`config.mk`:
```
export PLATFORM = sky130hd
export DESIGN_NAME = round_arb
export DESIGN_NICKNAME = d
export VERILOG_FILES = /design/src/rtl/round_arb.sv
export SDC_FILE = /design/constraint.sdc
export NUM_CORES = 1
export LEC_CHECK = 0
export BUFFER_PORTS_ARGS = -buffer_cell sky130_fd_sc_hd__buf_2
export CAP_MARGIN = 5
export CORE_ASPECT_RATIO = 1.1
export CORE_MARGIN = 3
export CORE_UTILIZATION = 44
export CTS_CLUSTER_SIZE = 24
export DETAILED_ROUTE_END_ITERATION = 16
export PLACE_DENSITY = 0.8
export SYNTH_ARGS = -nofsm -noshare
export SYNTH_HDL_FRONTEND = slang
export SYNTH_SLANG_ARGS = --single-unit
export TNS_END_PERCENT = 5
```
`constraint.sdc`:
```
create_clock -name clk -period 1.4 [get_ports clk]
set_input_delay 0.07 -clock clk [delete_from_list [all_inputs] [get_ports clk]]
set_output_delay 0.07 -clock clk [all_outputs]
set_load 0.005 [all_outputs]
```
`src/rtl/round_arb.sv`:
```
// Two-requester arbiter sharing one exponent-adjust stage (overflow saturation to max finite).
// Define ROUND_ARB_RR_EN for round-robin arbitration; default is fixed priority to requester 0.
module round_arb (
  input  logic        clk,
  input  logic        rst_n,
  input  logic        ovf_en,
  input  logic        req0_valid,
  output logic        req0_ready,
  input  logic [10:0] req0_e2,
  input  logic        req0_db,
  input  logic        req0_sigovf,
  input  logic        req1_valid,
  output logic        req1_ready,
  input  logic [10:0] req1_e2,
  input  logic        req1_db,
  input  logic        req1_sigovf,
  output logic        res_valid,
  input  logic        res_ready,
  output logic [10:0] res_e3,
  output logic        res_ovf,
  output logic        res_src
);

  typedef enum logic [1:0] {StIdle, StAdj, StHold} state_e;

  state_e      state_q, state_d;
  logic        any_req;
  logic        grant;
  logic        gnt_src;

  logic [10:0] e2_q;
  logic        db_q;
  logic        sigovf_q;
  logic        ovf_en_q;
  logic        src_q;

  logic        all_ones;
  logic        ovf;
  logic [10:0] e3_adj;

  logic        res_valid_q;
  logic [10:0] res_e3_q;
  logic        res_ovf_q;
  logic        res_src_q;

  assign any_req = req0_valid | req1_valid;
  // Gating with rst_n keeps ready low while reset is held, even with state at StIdle.
  assign grant   = (state_q == StIdle) & any_req & rst_n;

`ifdef ROUND_ARB_RR_EN
  logic prio_q;  // requester that wins the next simultaneous request

  always_comb begin
    gnt_src = ~req0_valid;
    if (req0_valid && req1_valid) gnt_src = prio_q;
  end

  always_ff @(posedge clk or negedge rst_n) begin
    if (!rst_n) begin
      prio_q <= 1'b0;
    end else if (grant) begin
      prio_q <= ~gnt_src;
    end
  end
`else
  assign gnt_src = ~req0_valid;
`endif

  // State register
  always_ff @(posedge clk or negedge rst_n) begin
    if (!rst_n) state_q <= StIdle;
    else        state_q <= state_d;
  end

  // Next-state logic
  always_comb begin
    state_d = state_q;
    unique case (state_q)
      StIdle:  if (any_req) state_d = StAdj;
      StAdj:   state_d = StHold;
      StHold:  if (res_ready) state_d = StIdle;
      default: state_d = StIdle;
    endcase
  end

  // Output logic
  always_comb begin
    req0_ready = grant & ~gnt_src;
    req1_ready = grant & gnt_src;
  end

  always_comb begin
    all_ones = db_q ? (&e2_q) : (&e2_q[7:0]);
    ovf      = sigovf_q & all_ones;
    e3_adj   = e2_q;
    if (ovf && !ovf_en_q) e3_adj = db_q ? 11'h7FE : 11'h0FE;
  end

  always_ff @(posedge clk or negedge rst_n) begin
    if (!rst_n) begin
      e2_q     <= '0;
      db_q     <= 1'b0;
      sigovf_q <= 1'b0;
      ovf_en_q <= 1'b0;
      src_q    <= 1'b0;
    end else if (grant) begin
      e2_q     <= gnt_src ? req1_e2 : req0_e2;
      db_q     <= gnt_src ? req1_db : req0_db;
      sigovf_q <= gnt_src ? req1_sigovf : req0_sigovf;
      ovf_en_q <= ovf_en;
      src_q    <= gnt_src;
    end
  end

  always_ff @(posedge clk or negedge rst_n) begin
    if (!rst_n) begin
      res_valid_q <= 1'b0;
      res_e3_q    <= '0;
      res_ovf_q   <= 1'b0;
      res_src_q   <= 1'b0;
    end else if (state_q == StAdj) begin
      res_valid_q <= 1'b1;
      res_e3_q    <= e3_adj;
      res_ovf_q   <= ovf;
      res_src_q   <= src_q;
    end else if (state_q == StHold && res_ready) begin
      res_valid_q <= 1'b0;
    end
  end

  assign res_valid = res_valid_q;
  assign res_e3    = res_e3_q;
  assign res_ovf   = res_ovf_q;
  assign res_src   = res_src_q;

endmodule

```
# --- Yosys cells after proc, flatten, opt, wreduce, memory -nomap -nowiden ---
# Index checks and enable logic that the tools add are counted.
op_classes:
  eq_ne: 4
  n_bitwise: 7
  n_reduce_logical: 8
  muxes: 11
op_table:
  columns: ["operator", "n"]
  rows:
  - ["11-bit 2-to-1 mux", 3]
  - ["11-bit AND reduction", 1]
  - ["8-bit AND reduction", 1]
  - ["2-bit case mux with 3 select lines", 1]
  - ["1-bit bitwise AND", 5]
  - ["1-bit 2-to-1 mux", 5]
  - ["2-bit 2-to-1 mux", 2]
  - ["2-bit inequality test, second input constant", 2]
  - ["2-bit by 1-bit == test with 1-bit output, second input constant", 1]
  - ["2-bit == test, second input constant", 1]
  - ["1-bit logical AND", 2]
  - ["2-bit zero test", 1]
  - ["2-bit AND reduction", 1]
  - ["2-bit nonzero test", 1]
  - ["1-bit zero test", 1]
  - ["1-bit inverter", 1]
  - ["1-bit bitwise OR", 1]
word_totals:
  in_bits: 32
  elab_cells: 40
  ff_bits: 31
  out_inout_bits: 16

# --- Longest topological paths before layout ---
# Gate-level depths: netlist of run 1.
depth:
  word_depth: 5
  depth_mapped: 7
  depth_no_buf: 4

# --- Worst setup path before layout of run 1 ---
# OpenSTA, ideal clock, no wires.
synth_timing:
  path_type: "flip-flop to flip-flop"
  startpoint: "register e2_q[0]"
  endpoint: "register res_e3_q[10], in the netlist res_e3[10]"
  arrival_ns: 1.346
  path_slack_ns: -0.028
  stages_incl_launch_ff: 5
  setup_time_ns: 0.082
  n_path_buf: 0
  synth_period_minus_slack_ns: 1.428
  cell_sequence: "dfrtp_1 nand4_1 or3_4 o41a_1 o22ai_1"
synth_via:
  elab_chain_len: 5
  elab_cells_between_ends: 6
synth_lines:
  columns: ["item", "line_no", "rtl"]
  rows:
  - ["start: declaration", "31", "logic [10:0] e2_q;"]
  - ["start signal: assignment", "107", "e2_q <= gnt_src ? req1_e2 : req0_e2;"]
  - ["11-bit AND reduction / 8-bit AND reduction (equally long branches)", "93", "all_ones = db_q ? (&e2_q) : (&e2_q[7:0]);"]
  - ["1-bit 2-to-1 mux *", "93", null]
  - ["1-bit bitwise AND *", "94", "ovf = sigovf_q & all_ones;"]
  - ["1-bit logical AND *", "96", "if (ovf && !ovf_en_q) e3_adj = db_q ? 11'h7FE : 11'h0FE;"]
  - ["11-bit 2-to-1 mux *", "96", null]
  - ["end signal: assignment", "123", "res_e3_q <= e3_adj;"]
  - ["end: declaration", "42", "logic [10:0] res_e3_q;"]
# Mark *: on every way between the ends. The rest lies on a longest branch, timed or not.
# A chain may end at the register's enable or synchronous reset.

# --- Worst setup path after layout of run 1 ---
layout_timing:
  startpoint: "register e2_q[1]"
  endpoint: "register res_e3_q[9], in the netlist res_e3[9]"
# Same word-level chain as after synthesis.

==> metrics.md, run 1 <==
| Metric | Value |
|---|---|
| Clock transition at the registers of the reported paths | `90 ps` |
| Number of detailed-route iterations in the first pass | `4` |
| Synth warn | `0` |
| Share of the yosys chip area belonging to registers | `57.1%` |
| Number of top-level pins | `48` |
| Seq cells post-synth | `31` |
| CP Capture Type | `flip-flop` |
| Setup-failing EPs final | `3` |
| Failing checks | `negative setup slack` |
| Area added between synthesis and finish | `33.7%` |
| Leak Pwr | `0.975 nW` |
| RSZ-0062 raised after global routing | `true` |
| ANT cells | `0` |
| Post-Layout Inst Area | `1820 um^2` |
| R2R Setup Slk | `-60 ps` |
| Top cells by area, synth | `dfrtp_1, nand2_1, mux2i_1, o21ai_0, nor2_1` |
| Vias per cell | `5.08` |
| Worst-path fanout max | `3` |
| Via count | `1218` |
| WHS | `21.5 ps` |
| Core area | `2850 um^2` |
| Site row count | `20` |
| Status | `complete, but fails checks` |
| Number of CTS-inserted buffers | `5` |
| Fin worst setup slack | `-58.7 ps` |
| Avg Inst Size Synth | `9.70 um^2` |
| Initial Util | `47.6%` |
| CTS tree | `yes` |
| Worst setup path category | `flip-flop to flip-flop` |
| Setup Skew | `16.0 ps` |
| Fin crit share | `104%` |
| Die Y | `64.3 um` |
| Routed WL | `3070 um` |
| CP Data Arrival Time | `1710 ps` |
| Cell Pwr Density | `1830 nW/um^2` |
| Final nets | `238` |
| Final Max Tran Viols | `0` |
| Pin count of the biggest net entering global routing | `19` |
| GRT Util Overall | `19.4%` |
| Post-DR wirelength/cell | `12.8 um` |
| Worst-Margin Slew | `447 ps` |
| Die area | `3790 um^2` |
| Max Cap Viol | `0` |
| HPWL after DPL | `2310 um` |
| Initial antenna violation count | `0` |
| CP Launch Type | `flip-flop` |
| Min-delay worst type | `input port to flip-flop` |
| Mapped cell area | `1360 um^2` |
| First-pass GRT wire length | `5460 um` |
| VDD IR-drop max | `0.989 mV` |
| Gpl congestion | `0.733` |
| Worst relative slew slack | `70.2%` |
| Antenna Violating Nets Remaining | `0` |
| Clock Sinks | `31` |
| CTS HTree Levels | `2` |
| Period minus WS final | `1460 ps` |
| Global route total overflow | `0` |
| Worst EP required | `1650 ps` |
| Commonest cells after routing, fill and taps aside | `buf_2, nand2_1, dfrtp_1` |
| Number of global-route vias before repair | `1257` |
| Synth Instances | `140` |
| DRT iter0 DRCs | `25` |
| Max Clk Rate | `0.686 GHz` |
| Commonest non-fill, non-tap cell in the layout | `buf_2` |
| Top-area cell type share of the netlist area | `57.1%` |
| Number of fill cells | `259` |
| Fraction of layout cells with a size suffix above 1 | `36.7%` |
| DRC | `0` |
| Cell variety after synth | `23` |
| Synth area leader | `dfrtp_1` |
| Die Wd | `59.0 um` |
| Clock latency on the worst-skew pair | `340 ps` |
| Clock Path Buffers | `2` |
| Dpl cell area | `1710 um^2` |
| Buffers added on ports | `47` |
| Final Hold Violating Endpoints | `0` |
| Clock tree root driver cell | `clkbuf_4` |
| Post-Syn Nets | `172` |
[path summary, 6_finish.rpt]
| check | start | endpoint | cells after the start |
|---|---|---|---|
| worst max-delay path | e2_q[1] | res_e3[9] | 4 |
| worst min-delay path | req1_e2[8] | e2_q[8] | 3 |
| worst max register to register | e2_q[1] | res_e3[9] | 4 |
| worst min register to register | res_e3[4] | res_e3[4] | 2 |
| max in group asynchronous | rst_n | sigovf_q | 3 |
| min in group asynchronous | rst_n | src_q | 3 |
[flip-flops by register name, summed over array words and instances, names as in the netlist]
name and flops:
res_src 1, res_e3 11, ovf_en_q 1, sigovf_q 1, db_q 1, res_ovf 1
src_q 1, res_valid 1, e2_q 11, state_q 2
[synthesized netlist by cell type]
cell      instances
clkbuf_1          3
mux2_2            1
o22ai_1           3
buf_2             4
nand3_1           2
nand3b_1          1
nor2_1            6
o31ai_1           1
a21oi_1           2
a21o_1            1
nand2b_1          2
dfrtp_1          31
o21ai_0          18
and3_1            1
mux2i_1          13
and2_1            1
o41a_1            1
nor3_1            2
nand4_1           1
or3_4             1
nor2b_1           1
inv_1             2
nand2_1          42
[kinds of logic after synthesis]
group | Yosys count | share of synthesized area, %
buffers and inverters | 9 | 2.86
AND/OR/NAND/NOR | 60 | 18.9
AO/OA/AOI/OAI | 26 | 10.7
multiplexers | 14 | 10.4
flip-flops | 31 | 57.1
[area by class of cell]
cell class              instances  area (um^2)  share of cell area [%]
inverters                       2         7.51                   0.414
clock inverters                 3         15.0                   0.827
well taps                      33         41.3                    2.27
clock buffers                   5         37.5                    2.07
flip-flops and latches         31          777                    42.8
multi-input cells             100          548                    30.2
repair buffers                 66          389                    21.4
[critical path, cell delays in order, from the launching register on]
cell,delay [ps]
dfrtp_1,360
nand4_1,90
or3_4,390
o41a_1,350
o22ai_1,180
[through the flow]
step | utilization (%) | cells | worst slack [ps] | total power, mW | TNS, ps
final | 63.6 | 240 | -58.7 | 3.33 | -131
after global routing | 63.6 | 240 | -132 | 3.65 | -694
after CTS | 63.5 | 240 | -64.2 | 3.35 | -164
after detailed placement | 59.9 | 227 | -102 | 2.79 | -251
after global placement | 59.9 | 227 | -12.1 | 2.71 | -23.5
after floorplan | - | 140 | 30.0 | 2.20 | 0
[routing by layer]
| metal | track usage [%] | vias up | wire, um |
|---|---|---|---|
| met1 | 23.1 | 562 | 1250 |
| met5 | 0 | - | 0 |
| met4 | 11.6 | 0 | 84 |
| met2 | 31.1 | 38 | 1570 |
| met3 | 4.44 | 10 | 165 |
| li1 | - | 608 | - |
[where the power goes]
part	leakage (nW)	total (mW)	internal, mW	switching, mW
clock	0.0347	0.495	0.186	0.308
combinational	0.558	1.28	0.630	0.647
sequential	0.382	1.56	1.30	0.263
total	0.975	3.33	2.11	1.22
[what timing repair did]
item,in CTS,in global routing
hold endpoints to repair,33,0
setup endpoints to repair,5,16
pin swaps,3,1
gates resized for setup,3,2
gates cloned,0,0
hold buffers,3,0
setup buffers,2,0
Note: power is estimated with default switching activity, not from simulation.
==> run 2, diff against run 1 <==
Settings changed: CELL_PAD_IN_SITES_DETAIL_PLACEMENT set to 1, CELL_PAD_IN_SITES_GLOBAL_PLACEMENT set to 1, CORE_UTILIZATION 44 to 32, PLACE_DENSITY 0.8 to 0.78.
==> metrics.md, run 2 (synthesis gave the netlist of run 1 again) <==
| Metric | Value |
|---|---|
| Number of CTS-inserted buffers | `5` |
| Clock transition at the registers of the reported paths | `60 ps` |
| Worst r2r src | `e2_q[0]` |
| Dpl cell area | `1750 um^2` |
| Initial Util | `33.7%` |
| Clock Sinks | `31` |
| Gate power share | `37.8%` |
| Cell Pwr Density | `1940 nW/um^2` |
| Fin worst setup slack | `-118 ps` |
| Worst relative slew slack | `70.6%` |
| Die Y | `74.3 um` |
| CP top delay family | `compound AO/OA/AOI/OAI gates` |
| Fraction of layout cells with a size suffix above 1 | `37.5%` |
| Via count | `1225` |
| VDD IR-drop max | `0.665 mV` |
| Failing checks | `negative setup slack` |
| Gpl congestion | `0.736` |
| Reg2reg end | `res_e3[10]` |
| Status | `complete, but fails checks` |
| Commonest cells after routing, fill and taps aside | `buf_2, nand2_1, dfrtp_1` |
| Number of detailed-route iterations in the first pass | `4` |
| First-pass GRT wire length | `6330 um` |
| Worst EP required | `1610 ps` |
| Routed WL | `3740 um` |
| Number of global-route vias before repair | `1355` |
| Worst-path cell chain | `nand4_1, or3_4, o41a_1, o22ai_1` |
| DRT iter0 DRCs | `15` |
| R2R Setup Slk | `-120 ps` |
| Worst Hold Depth | `2` |
| CP Data Arrival Time | `1730 ps` |
| DRC | `0` |
| Sw frac | `35.5%` |
| Die area | `5060 um^2` |
| Max Cap Viol | `0` |
| Setup_tns | `-341 ps` |
| Period minus WS final | `1520 ps` |
| Clock Path Buffers | `2` |
| Min-delay worst type | `input port to flip-flop` |
| Clock power frac | `19.5%` |
| HPWL after DPL | `2820 um` |
| CP Capture Type | `flip-flop` |
| Slowest CP cell | `or3_4` |
| CTS tree | `yes` |
| Post-DR wirelength/cell | `14.4 um` |
| Worst setup path category | `flip-flop to flip-flop` |
| Buffers added on ports | `47` |
| Initial antenna violation count | `0` |
| Final Hold Violating Endpoints | `0` |
| Final nets | `240` |
| CP peak stage delay | `400 ps` |
| NetSw | `1.30 mW` |
| Final Max Tran Viols | `0` |
| RSZ-0062 raised after global routing | `true` |
| Max Clk Rate | `0.659 GHz` |
| Post-Place Setup Slack | `-147 ps` |
| Setup-failing EPs final | `4` |
| Internal | `2.37 mW` |
| Clock tree root driver cell | `clkbuf_8` |
| Pin count of the biggest net entering global routing | `19` |
| Die Wd | `68.1 um` |
| GRT Util Overall | `17.5%` |
| Area added between synthesis and finish | `39.6%` |
| CTS HTree Levels | `2` |
| Global route total overflow | `0` |
| Hold wc startpoint | `ovf_en` |
| Commonest non-fill, non-tap cell in the layout | `buf_2` |
| Vias per cell | `4.71` |
| Sequential Power Share | `42.7%` |
| Antenna Violating Nets Remaining | `0` |
| Setup Skew | `4.78 ps` |
| Buf/Inv on CP | `0` |
| Fin crit share | `108%` |
| Site row count | `24` |
| FF-to-FF path depth | `4` |
| Number of fill cells | `495` |
| Number of top-level pins | `48` |
| Worst-path fanout max | `3` |
| Leak Pwr | `1.00 nW` |
| Core area | `4020 um^2` |
| ANT cells | `0` |
| Hold EP | `ovf_en_q` |
| CP Launch Type | `flip-flop` |
| Worst-Margin Slew | `441 ps` |
| Post-Layout Inst Area | `1900 um^2` |
| Clock latency on the worst-skew pair | `290 ps` |
[run 2: cell count changes in the layout (fill, tap and decap cells not counted), sizes merged]
cell	delta
buf	+3
clkinv	-2
clkbuf	+1
dlygate4sd3	-1
[run 2: how the worst max path moves through the flow]
stage            start         end  slack [ps]  cells after the start
3_3_place_gp   e2_q[2]   res_e3[8]         -20                      4
6_report       e2_q[0]  res_e3[10]        -120                      4
2_1_floorplan  e2_q[0]  res_e3[10]          30                      4
5_1_grt        e2_q[0]  res_e3[10]        -190                      4
3_5_place_dp   e2_q[2]  res_e3[10]        -150                      4
4_1_cts        e2_q[0]  res_e3[10]        -130                      4
[run 2: timing repair]
item,in CTS,in global routing
setup endpoints to repair,9,16
gates resized for setup,3,3
hold buffers,2,0
gates cloned,0,0
setup buffers,2,0
pin swaps,1,1
endpoints found under the hold margin,32,0
[run 2: metrics by stage]
step	util (%)	hold WS (ps)	total power, mW	std cells
2_1_floorplan	-	-226	2.20	140
3_3_place_gp	43.6	75.1	2.81	249
3_5_place_dp	43.6	71.9	2.89	249
4_1_cts	46.8	11.8	3.69	260
5_1_grt	47.1	23.9	4.01	260
6_report	47.1	20.4	3.67	260
[run 2: metal layers]
layer	up-vias	track usage, %	wire (um)
met5	-	0	0
met1	579	19.6	1530
met2	37	29.9	1930
li1	602	-	-
met3	7	6.19	205
met4	0	7.28	69
[run 2: final cells by class]
| class | instances | area [um^2] | area share, % |
|---|---|---|---|
| Sequential cell | 31 | 777 | 41.0 |
| Inverter | 2 | 7.51 | 0.396 |
| Tap cell | 52 | 65.1 | 3.43 |
| Multi-Input combinational cell | 100 | 553 | 29.2 |
| Clock buffer | 6 | 82.6 | 4.36 |
| Clock inverter | 1 | 5.00 | 0.264 |
| Timing Repair Buffer | 68 | 405 | 21.4 |
[run 2: power by group through the flow]
stage	registers (mW)	logic [mW]	clock network, mW
after floorplan	1.55	0.652	0
after global placement	1.54	1.27	0
after detailed placement	1.57	1.33	0
after CTS	1.56	1.39	0.739
after global routing	1.64	1.59	0.784
final	1.57	1.39	0.714
